==> src/rtl/idct_transpose_buf_pkg.sv <==
// idct_pkg: shared constants, state types and helpers for the IDCT
// transpose buffer.
//   MODE_*     : block size selector encodings carried on mode/out_mode
//   w_state_t  : write-side FSM states
//   r_state_t  : read-side FSM states
//   n_of_mode  : block edge for a mode (0 for the reserved encoding)
//   idx_w      : bits needed for one row/column index of a MAX_N block
package idct_pkg;

  localparam logic [1:0] MODE_4X4   = 2'd0;
  localparam logic [1:0] MODE_8X8   = 2'd1;
  localparam logic [1:0] MODE_16X16 = 2'd2;

  typedef enum logic {
    W_IDLE,
    W_FILL
  } w_state_t;

  typedef enum logic [1:0] {
    R_IDLE,
    R_LOAD,
    R_DRAIN
  } r_state_t;

  function automatic logic [4:0] n_of_mode(input logic [1:0] mode);
    case (mode)
      MODE_4X4:   return 5'd4;
      MODE_8X8:   return 5'd8;
      MODE_16X16: return 5'd16;
      default:    return 5'd0;
    endcase
  endfunction

  function automatic int idx_w(input int max_n);
    return $clog2(max_n);
  endfunction

endpackage

==> src/rtl/idct_transpose_buf_bank.sv <==
// idct_tbuf_bank: one bank of the ping-pong transpose buffer.
//   wr_en/wr_addr/wr_data : write port into the sample array
//   rd_en/rd_addr/rd_data : registered read port; rd_data holds while rd_en=0
//   set_full/clr_full     : mark the bank as holding / no longer holding a block
//   tag_we/tag_in         : latch the mode of the block being written
//   full/tag              : current full flag and mode tag
module idct_tbuf_bank
  import idct_pkg::*;
#(
  parameter  int DATA_W = 16,
  parameter  int MAX_N  = 8,
  localparam int AW     = 2 * idx_w(MAX_N)
) (
  input  logic              clk,
  input  logic              rst,
  input  logic              wr_en,
  input  logic [AW-1:0]     wr_addr,
  input  logic [DATA_W-1:0] wr_data,
  input  logic              rd_en,
  input  logic [AW-1:0]     rd_addr,
  output logic [DATA_W-1:0] rd_data,
  input  logic              set_full,
  input  logic              clr_full,
  input  logic              tag_we,
  input  logic [1:0]        tag_in,
  output logic              full,
  output logic [1:0]        tag
);

  logic [DATA_W-1:0] mem [MAX_N*MAX_N];
  logic [DATA_W-1:0] rd_data_q;
  logic              full_q, full_d;
  logic [1:0]        tag_q, tag_d;

  // Sample storage is never reset so it maps onto block RAM.
  always_ff @(posedge clk) begin
    if (wr_en) mem[wr_addr] <= wr_data;
  end

  // Read register doubles as the output data register of the buffer,
  // so it is reset and only advances when a new address is fetched.
  always_ff @(posedge clk) begin
    if (rst)        rd_data_q <= '0;
    else if (rd_en) rd_data_q <= mem[rd_addr];
  end

  always_comb begin
    full_d = full_q;
    tag_d  = tag_q;
    if (set_full)      full_d = 1'b1;
    else if (clr_full) full_d = 1'b0;
    if (tag_we) tag_d = tag_in;
  end

  always_ff @(posedge clk) begin
    if (rst) begin
      full_q <= 1'b0;
      tag_q  <= MODE_4X4;
    end else begin
      full_q <= full_d;
      tag_q  <= tag_d;
    end
  end

  assign rd_data = rd_data_q;
  assign full    = full_q;
  assign tag     = tag_q;

endmodule

==> src/rtl/idct_transpose_buf.sv <==
// idct_transpose_buf: ping-pong buffer that takes row-major NxN blocks and
// re-emits them column-major (N = 4/8/16 per block, up to MAX_N).
//   in_valid/in_ready/in_data/mode : row-major input stream, mode taken on
//                                    the first beat of each block
//   out_valid/out_ready/out_data   : column-major output stream
//   out_first/out_last/out_mode    : block framing and the block's mode
//   err_mode                       : one-cycle pulse for an illegal mode
module idct_transpose_buf
  import idct_pkg::*;
#(
  parameter int DATA_W = 16,
  parameter int MAX_N  = 8
) (
  input  logic              clk,
  input  logic              rst,
  input  logic [1:0]        mode,
  input  logic              in_valid,
  input  logic [DATA_W-1:0] in_data,
  output logic              in_ready,
  output logic              out_valid,
  output logic [DATA_W-1:0] out_data,
  input  logic              out_ready,
  output logic              out_first,
  output logic              out_last,
  output logic [1:0]        out_mode,
  output logic              err_mode
);

  localparam int IW = idx_w(MAX_N);
  localparam int AW = 2 * IW;

  logic [1:0]             bank_full;
  logic [1:0][1:0]        bank_tag;
  logic [1:0][DATA_W-1:0] bank_rd;

  // Write side
  w_state_t      w_state_q, w_state_d;
  logic          wptr_q, wptr_d;
  logic [IW-1:0] w_row_q, w_row_d, w_col_q, w_col_d, w_nm1_q, w_nm1_d;
  logic          err_mode_q, err_mode_d;
  logic          in_fire, mode_ok, wr_en, set_full, tag_we, wr_done;
  logic [AW-1:0] wr_addr;
  logic [4:0]    n_in;

  // Read side
  r_state_t      r_state_q, r_state_d;
  logic          rptr_q, rptr_d;
  logic [IW-1:0] r_row_q, r_row_d, r_col_q, r_col_d, r_nm1_q, r_nm1_d;
  logic          out_valid_q, out_valid_d, out_first_q, out_first_d;
  logic          out_last_q, out_last_d, out_sel_q, out_sel_d;
  logic [1:0]    out_mode_q, out_mode_d;
  logic          rd_en, rd_bank, clr_full, fetch0, start_bank;
  logic          avail_cur, avail_nxt;
  logic [AW-1:0] rd_addr;

  assign in_ready = ~bank_full[wptr_q];
  assign in_fire  = in_valid & in_ready;
  assign n_in     = n_of_mode(mode);
  assign mode_ok  = (n_in != 5'd0) && (32'(n_in) <= MAX_N);

  always_comb begin
    w_state_d  = w_state_q;
    wptr_d     = wptr_q;
    w_row_d    = w_row_q;
    w_col_d    = w_col_q;
    w_nm1_d    = w_nm1_q;
    err_mode_d = 1'b0;
    wr_en      = 1'b0;
    wr_addr    = '0;
    set_full   = 1'b0;
    tag_we     = 1'b0;
    wr_done    = 1'b0;
    if (in_fire) begin
      case (w_state_q)
        W_IDLE: begin
          if (mode_ok) begin
            wr_en     = 1'b1;
            tag_we    = 1'b1;
            w_nm1_d   = IW'(n_in - 5'd1);
            w_row_d   = '0;
            w_col_d   = IW'(1);
            w_state_d = W_FILL;
          end else begin
            err_mode_d = 1'b1;
          end
        end
        default: begin
          wr_en   = 1'b1;
          wr_addr = {w_row_q, w_col_q};
          if (w_col_q == w_nm1_q) begin
            w_col_d = '0;
            w_row_d = w_row_q + IW'(1);
            if (w_row_q == w_nm1_q) begin
              wr_done   = 1'b1;
              set_full  = 1'b1;
              wptr_d    = ~wptr_q;
              w_state_d = W_IDLE;
            end
          end else begin
            w_col_d = w_col_q + IW'(1);
          end
        end
      endcase
    end
  end

  // A bank completing this very cycle counts as available so the reader
  // can start (or chain into it) without waiting for the full flag.
  assign avail_cur = bank_full[rptr_q]  | (wr_done & (wptr_q == rptr_q));
  assign avail_nxt = bank_full[~rptr_q] | (wr_done & (wptr_q != rptr_q));

  always_comb begin
    r_state_d   = r_state_q;
    rptr_d      = rptr_q;
    r_row_d     = r_row_q;
    r_col_d     = r_col_q;
    r_nm1_d     = r_nm1_q;
    out_valid_d = out_valid_q;
    out_first_d = out_first_q;
    out_last_d  = out_last_q;
    out_mode_d  = out_mode_q;
    out_sel_d   = out_sel_q;
    rd_en       = 1'b0;
    rd_bank     = rptr_q;
    rd_addr     = '0;
    clr_full    = 1'b0;
    fetch0      = 1'b0;
    start_bank  = rptr_q;
    case (r_state_q)
      R_IDLE: if (avail_cur) r_state_d = R_LOAD;
      R_LOAD: begin
        fetch0    = 1'b1;
        r_state_d = R_DRAIN;
      end
      default: begin
        if (out_ready) begin
          if (out_last_q) begin
            clr_full = 1'b1;
            rptr_d   = ~rptr_q;
            if (avail_nxt) begin
              fetch0     = 1'b1;
              start_bank = ~rptr_q;
            end else begin
              out_valid_d = 1'b0;
              out_first_d = 1'b0;
              out_last_d  = 1'b0;
              r_state_d   = R_IDLE;
            end
          end else begin
            // Fetch the next column-major sample; row is the inner loop.
            rd_en       = 1'b1;
            rd_addr     = {r_row_q, r_col_q};
            out_first_d = 1'b0;
            out_last_d  = (r_row_q == r_nm1_q) && (r_col_q == r_nm1_q);
            if (r_row_q == r_nm1_q) begin
              r_row_d = '0;
              r_col_d = r_col_q + IW'(1);
            end else begin
              r_row_d = r_row_q + IW'(1);
            end
          end
        end
      end
    endcase
    if (fetch0) begin
      rd_en       = 1'b1;
      rd_bank     = start_bank;
      rd_addr     = '0;
      out_valid_d = 1'b1;
      out_first_d = 1'b1;
      out_last_d  = 1'b0;
      out_sel_d   = start_bank;
      out_mode_d  = bank_tag[start_bank];
      r_nm1_d     = IW'(n_of_mode(bank_tag[start_bank]) - 5'd1);
      r_row_d     = IW'(1);
      r_col_d     = '0;
    end
  end

  always_ff @(posedge clk) begin
    if (rst) begin
      w_state_q   <= W_IDLE;
      wptr_q      <= 1'b0;
      w_row_q     <= '0;
      w_col_q     <= '0;
      w_nm1_q     <= '0;
      err_mode_q  <= 1'b0;
      r_state_q   <= R_IDLE;
      rptr_q      <= 1'b0;
      r_row_q     <= '0;
      r_col_q     <= '0;
      r_nm1_q     <= '0;
      out_valid_q <= 1'b0;
      out_first_q <= 1'b0;
      out_last_q  <= 1'b0;
      out_mode_q  <= MODE_4X4;
      out_sel_q   <= 1'b0;
    end else begin
      w_state_q   <= w_state_d;
      wptr_q      <= wptr_d;
      w_row_q     <= w_row_d;
      w_col_q     <= w_col_d;
      w_nm1_q     <= w_nm1_d;
      err_mode_q  <= err_mode_d;
      r_state_q   <= r_state_d;
      rptr_q      <= rptr_d;
      r_row_q     <= r_row_d;
      r_col_q     <= r_col_d;
      r_nm1_q     <= r_nm1_d;
      out_valid_q <= out_valid_d;
      out_first_q <= out_first_d;
      out_last_q  <= out_last_d;
      out_mode_q  <= out_mode_d;
      out_sel_q   <= out_sel_d;
    end
  end

  for (genvar gi = 0; gi < 2; gi++) begin : g_bank
    idct_tbuf_bank #(
      .DATA_W(DATA_W),
      .MAX_N (MAX_N)
    ) u_bank (
      .clk     (clk),
      .rst     (rst),
      .wr_en   (wr_en && (wptr_q == 1'(gi))),
      .wr_addr (wr_addr),
      .wr_data (in_data),
      .rd_en   (rd_en && (rd_bank == 1'(gi))),
      .rd_addr (rd_addr),
      .rd_data (bank_rd[gi]),
      .set_full(set_full && (wptr_q == 1'(gi))),
      .clr_full(clr_full && (rptr_q == 1'(gi))),
      .tag_we  (tag_we && (wptr_q == 1'(gi))),
      .tag_in  (mode),
      .full    (bank_full[gi]),
      .tag     (bank_tag[gi])
    );
  end

  assign out_valid = out_valid_q;
  assign out_data  = bank_rd[out_sel_q];
  assign out_first = out_first_q;
  assign out_last  = out_last_q;
  assign out_mode  = out_mode_q;
  assign err_mode  = err_mode_q;

endmodule

==> config.mk <==
export PLATFORM = sky130hd
export DESIGN_NAME = idct_transpose_buf
export DESIGN_NICKNAME = d
export VERILOG_FILES = /design/src/rtl/idct_transpose_buf_pkg.sv /design/src/rtl/idct_transpose_buf_bank.sv /design/src/rtl/idct_transpose_buf.sv
export SDC_FILE = /design/constraint.sdc
export NUM_CORES = 2
export LEC_CHECK = 0
export CORE_MARGIN = 2
export CORE_UTILIZATION = 40
export DETAILED_ROUTE_END_ITERATION = 8
export HOLD_SLACK_MARGIN = 0.05
export PLACE_DENSITY = 0.52
export SYNTH_ARGS = -nofsm -noshare
export SYNTH_HDL_FRONTEND = slang
export SYNTH_SLANG_ARGS = --single-unit
==> constraint.sdc <==
create_clock -name clk -period 5.2 [get_ports clk]
set_input_delay 1.56 -clock clk [delete_from_list [all_inputs] [get_ports clk]]
set_output_delay 1.56 -clock clk [all_outputs]
set_load 0.05 [all_outputs]
==> report_table.html <==
<table>
<tr><th>Metric</th><th>Value</th></tr>
<tr><th colspan="2">Floorplanning</th></tr>
<tr><td>Chip height</td><td>456.0 µm</td></tr>
<tr><td>Initial standard-cell utilization of the core</td><td>40.35%</td></tr>
<tr><td>Die area</td><td>207900 µm²</td></tr>
<tr><td>Width of the die</td><td>456.0 µm</td></tr>
<tr><td>Core area</td><td>202500 µm²</td></tr>
<tr><td>I/O pin count</td><td>45</td></tr>
<tr><td>Number of standard-cell rows in the floorplan</td><td>165</td></tr>
<tr><th colspan="2">Logic synthesis</th></tr>
<tr><td>Synthesis Warnings</td><td>0</td></tr>
<tr><td>Post-synthesis cell count</td><td>4571</td></tr>
<tr><td>Count of unique library cells instantiated by Yosys</td><td>57</td></tr>
<tr><td>Sequential-to-total area share from yosys stat</td><td>76.88%</td></tr>
<tr><td>Post-Syn Nets</td><td>4597</td></tr>
<tr><td>Synthesized flop and latch total</td><td>2114</td></tr>
<tr><td>Average instance area after synthesis</td><td>17.88 µm²</td></tr>
<tr><td>Mapped cell area</td><td>81710 µm²</td></tr>
<tr><td>Primary flip-flop cell chosen by synthesis mapping</td><td>sky130_fd_sc_hd__edfxtp_1</td></tr>
<tr><td>Share of synthesized registers carrying an async set or reset</td><td>0%</td></tr>
<tr><td>Number of enable flip-flop cells after synthesis</td><td>2048</td></tr>
<tr><th colspan="2">Placed design</th></tr>
<tr><td>DP Cell Count</td><td>7374</td></tr>
<tr><td>Placer Congestion</td><td>0.8043</td></tr>
<tr><td>Count of port buffers added during placement</td><td>44</td></tr>
<tr><td>HPWL after detailed placement</td><td>139.0 mm</td></tr>
<tr><th colspan="2">Worst hold path</th></tr>
<tr><td>Min-delay worst type</td><td>reg -&gt; reg</td></tr>
<tr><th colspan="2">Flow run</th></tr>
<tr><td>Max-Cap Viols</td><td>0</td></tr>
<tr><th colspan="2">Clock tree</th></tr>
<tr><td>Sink Count</td><td>2114</td></tr>
<tr><td>Clock tree from TritonCTS</td><td>done</td></tr>
<tr><td>Number of instances resized during post-cts repair</td><td>0</td></tr>
<tr><td>Worst-Skew Late Latency</td><td>0.86 ns</td></tr>
<tr><td>Clk root buf</td><td>sky130_fd_sc_hd__clkbuf_16</td></tr>
<tr><td>Number of hold buffers added after cts</td><td>0</td></tr>
<tr><td>Number of CTS-inserted buffers</td><td>218</td></tr>
<tr><td>Number of levels the H-tree was split into</td><td>4</td></tr>
<tr><td>Number of setup buffers added after CTS</td><td>0</td></tr>
<tr><td>CTS clk-pin slew, worst paths</td><td>0.06 ns</td></tr>
<tr><td>Worst-case clock buffer depth</td><td>3</td></tr>
<tr><th colspan="2">STA</th></tr>
<tr><td>Transition at the pin with the smallest max-transition slack</td><td>1.289 ns</td></tr>
<tr><td>Max Slew Vio Count</td><td>0</td></tr>
<tr><td>Final critical-path share of the clock period</td><td>82.95%</td></tr>
<tr><td>Total Neg Setup Slack</td><td>0 ns</td></tr>
<tr><td>Hold WS</td><td>0.4642 ns</td></tr>
<tr><td>Max Freq</td><td>231.8 MHz</td></tr>
<tr><td>Worst-case clock skew</td><td>0.02036 ns</td></tr>
<tr><td>Unrepaired setup endpoints after global routing</td><td>false</td></tr>
<tr><td>Final count of hold timing violations</td><td>0</td></tr>
<tr><td>Worst slew slack as a fraction of its limit</td><td>14.04%</td></tr>
<tr><td>Final worst path period need</td><td>4.313 ns</td></tr>
<tr><td>Count of endpoints failing setup in the final report</td><td>0</td></tr>
<tr><th colspan="2">Global route</th></tr>
<tr><td>Residual overflow from global routing</td><td>0</td></tr>
<tr><td>Wire length of the first global-routing pass</td><td>327.4 mm</td></tr>
<tr><td>Number of global-route vias before repair</td><td>43240</td></tr>
<tr><td>GR Util All Layers</td><td>21.79%</td></tr>
<tr><td>Largest net degree at the start of global routing</td><td>129</td></tr>
<tr><td>Number of antenna violations at the first check in global routing</td><td>4</td></tr>
<tr><th colspan="2">Power</th></tr>
<tr><td>P per Cell Area</td><td>369.8 nW/µm²</td></tr>
<tr><td>Worst supply voltage drop on vdd</td><td>0.0002829 V</td></tr>
<tr><td>Static power due to leakage</td><td>0.03492 µW</td></tr>
<tr><th colspan="2">Critical path</th></tr>
<tr><td>Worst-path fanout max</td><td>16</td></tr>
<tr><td>Worst path max stage delay</td><td>0.74 ns</td></tr>
<tr><td>Endpoint required time on the critical path</td><td>3.64 ns</td></tr>
<tr><td>Cells along the critical path</td><td>buf_4 -&gt; mux2_2 -&gt; clkdlybuf4s50_1</td></tr>
<tr><td>Sort of element at the end of the critical path</td><td>primary output</td></tr>
<tr><td>Crit path kind</td><td>reg -&gt; out</td></tr>
<tr><td>Endpoint arrival time on the critical path</td><td>2.75 ns</td></tr>
<tr><td>CP startpoint kind</td><td>flip-flop</td></tr>
<tr><td>Cell with the largest stage delay on the worst path</td><td>sky130_fd_sc_hd__clkdlybuf4s50_1</td></tr>
<tr><th colspan="2">Drt</th></tr>
<tr><td>Total Wirelength</td><td>230.8 mm</td></tr>
<tr><td>Count of vias placed by the detailed router</td><td>44210</td></tr>
<tr><td>1st-iter DRT viols</td><td>4391</td></tr>
<tr><td>Residual antenna-violating net count after detailed routing</td><td>0</td></tr>
<tr><td>Detailed-router iteration count before antenna repair</td><td>8</td></tr>
<tr><td>Final routed DRC violation total</td><td>0</td></tr>
<tr><td>Vias per Instance</td><td>5.676</td></tr>
<tr><td>Routed length per instance</td><td>29.63 µm</td></tr>
<tr><th colspan="2">Finish</th></tr>
<tr><td>Post-route core utilization</td><td>47.08%</td></tr>
<tr><td>Area added between synthesis and finish</td><td>16.69%</td></tr>
<tr><td>Final layout net count</td><td>4948</td></tr>
<tr><td>Post-route non-filler standard cell count</td><td>7788</td></tr>
<tr><td>Share of cells above drive strength 1</td><td>15.80%</td></tr>
<tr><th colspan="2">Status</th></tr>
<tr><td>Result of the run</td><td>finished clean</td></tr>
</table>
layer usage:
layer	vias up	GRT usage, %	share of wire, %
li1	19440	-	-
met1	23270	30.88	45
met2	1230	35.10	48
met3	269	3.182	5.1
met4	2	5.969	2.5
met5	-	0	0.0056
cells in the mapped netlist (17+ instances only):
| cell type | count | area (µm²) |
|---|---|---|
| sky130_fd_sc_hd__clkbuf_1 | 182 | 683.2 |
| sky130_fd_sc_hd__mux2i_1 | 1031 | 10320 |
| sky130_fd_sc_hd__nand3_1 | 19 | 95.09 |
| sky130_fd_sc_hd__nand2_1 | 57 | 214.0 |
| sky130_fd_sc_hd__edfxtp_1 | 2048 | 61500 |
| sky130_fd_sc_hd__dfxtp_1 | 66 | 1321 |
| sky130_fd_sc_hd__buf_2 | 83 | 415.4 |
| sky130_fd_sc_hd__mux2_2 | 17 | 191.4 |
| sky130_fd_sc_hd__o22ai_1 | 449 | 2809 |
| sky130_fd_sc_hd__nor2_1 | 193 | 724.4 |
| sky130_fd_sc_hd__buf_1 | 23 | 86.33 |
| sky130_fd_sc_hd__o221ai_1 | 256 | 2242 |
| sky130_fd_sc_hd__o21ai_1 | 22 | 110.1 |
layout by cell type (no fill, tap or decap), drive strengths merged, types with 6 or more instances in the layout:
master and count:
o21ai 38, edfxtp 2048, o22ai 450, a21oi 11, nor2 193, clkdlybuf4s50 28
clkinv 74, xor2 7, clkbuf 298, nor3 13, inv 11, nand2 57
buf 398, nand3 19, nand3b 6, dfxtp 66, clkinvlp 9, mux2 17
bufinv 24, mux2i 1031, o221ai 257
power breakdown:
part / switching [µW] / total (µW) / internal, µW
clock network: 6580 / 15900 / 9280
registers: 30.7 / 18700 / 18700
logic: 531 / 671 / 140
total: 7140 / 35300 / 28100
layout make-up:
class                      instances  area [µm²]
tap                             2672        3343
fill                           17080      107200
clock inverter                   114        1299
timing repair buffer             426        4064
inverter                           4       15.01
clock buffer                     298        6010
sequential                      2114       62820
antenna                            2       5.005
multi-input combinational       2158       17790
registers in the layout, indices dropped and copies added, names as in the netlist, 2 cells and up:
name and flops:
g_bank.u_bank.mem 2048, g_bank.u_bank.rd_data 32, g_bank.u_bank.tag 4, r_col_q 3, r_row_q 3, w_col_q 3, w_row_q 3, g_bank.u_bank.full 2
out_mode 2, r_nm1_q 2, r_state_q 2, w_nm1_q 2
path summary, 6_finish.rpt:
kind	start	end	slack (ns)	depth (start not counted)
min	out_valid$_SDFFE_PP0P_	out_valid$_SDFFE_PP0P_	0.46	2
min reg2reg	out_valid$_SDFFE_PP0P_	out_valid$_SDFFE_PP0P_	0.46	2
max reg2reg	out_last$_SDFFE_PP0P_	g_bank[1].u_bank.rd_data[12]$_SDFFE_PP0P_	1.71	11
max	out_sel_q$_SDFFE_PP0P_	out_data[0]	0.89	3
logic make-up (layout without fill, tap and decap cells):
logic type	Yosys count	in the layout	synth area share (%)
buffers and inverters	299	842	1.551
AOI/OAI and AO/OA	777	777	6.858
DFF	2114	2114	76.88
muxes	1048	1048	12.86
and+or+nand+nor	318	318	1.668
adders and majority gates	4	4	0.06125
xor gates and xnor gates	11	11	0.1179
other	0	2	0
through the flow:
step / power, µW / worst slack, ns / area (µm²)
6_report: 35260 / 0.8867 / 95350
5_1_grt: 36220 / 0.7820 / 95350
4_1_cts: 35540 / 0.8023 / 95350
3_5_place_dp: 19770 / 0.02747 / 88040
3_3_place_gp: 19750 / -0.01536 / 88040
2_1_floorplan: 19270 / 1.568 / 81710
worst max-delay path, delay by kind of cell (launching register included):
kind | cells | cell delay (ns)
buf+inv | 2 | 1.04
flops | 1 | 0.34
mux | 1 | 0.50
Power figures use the tool's default switching activity.
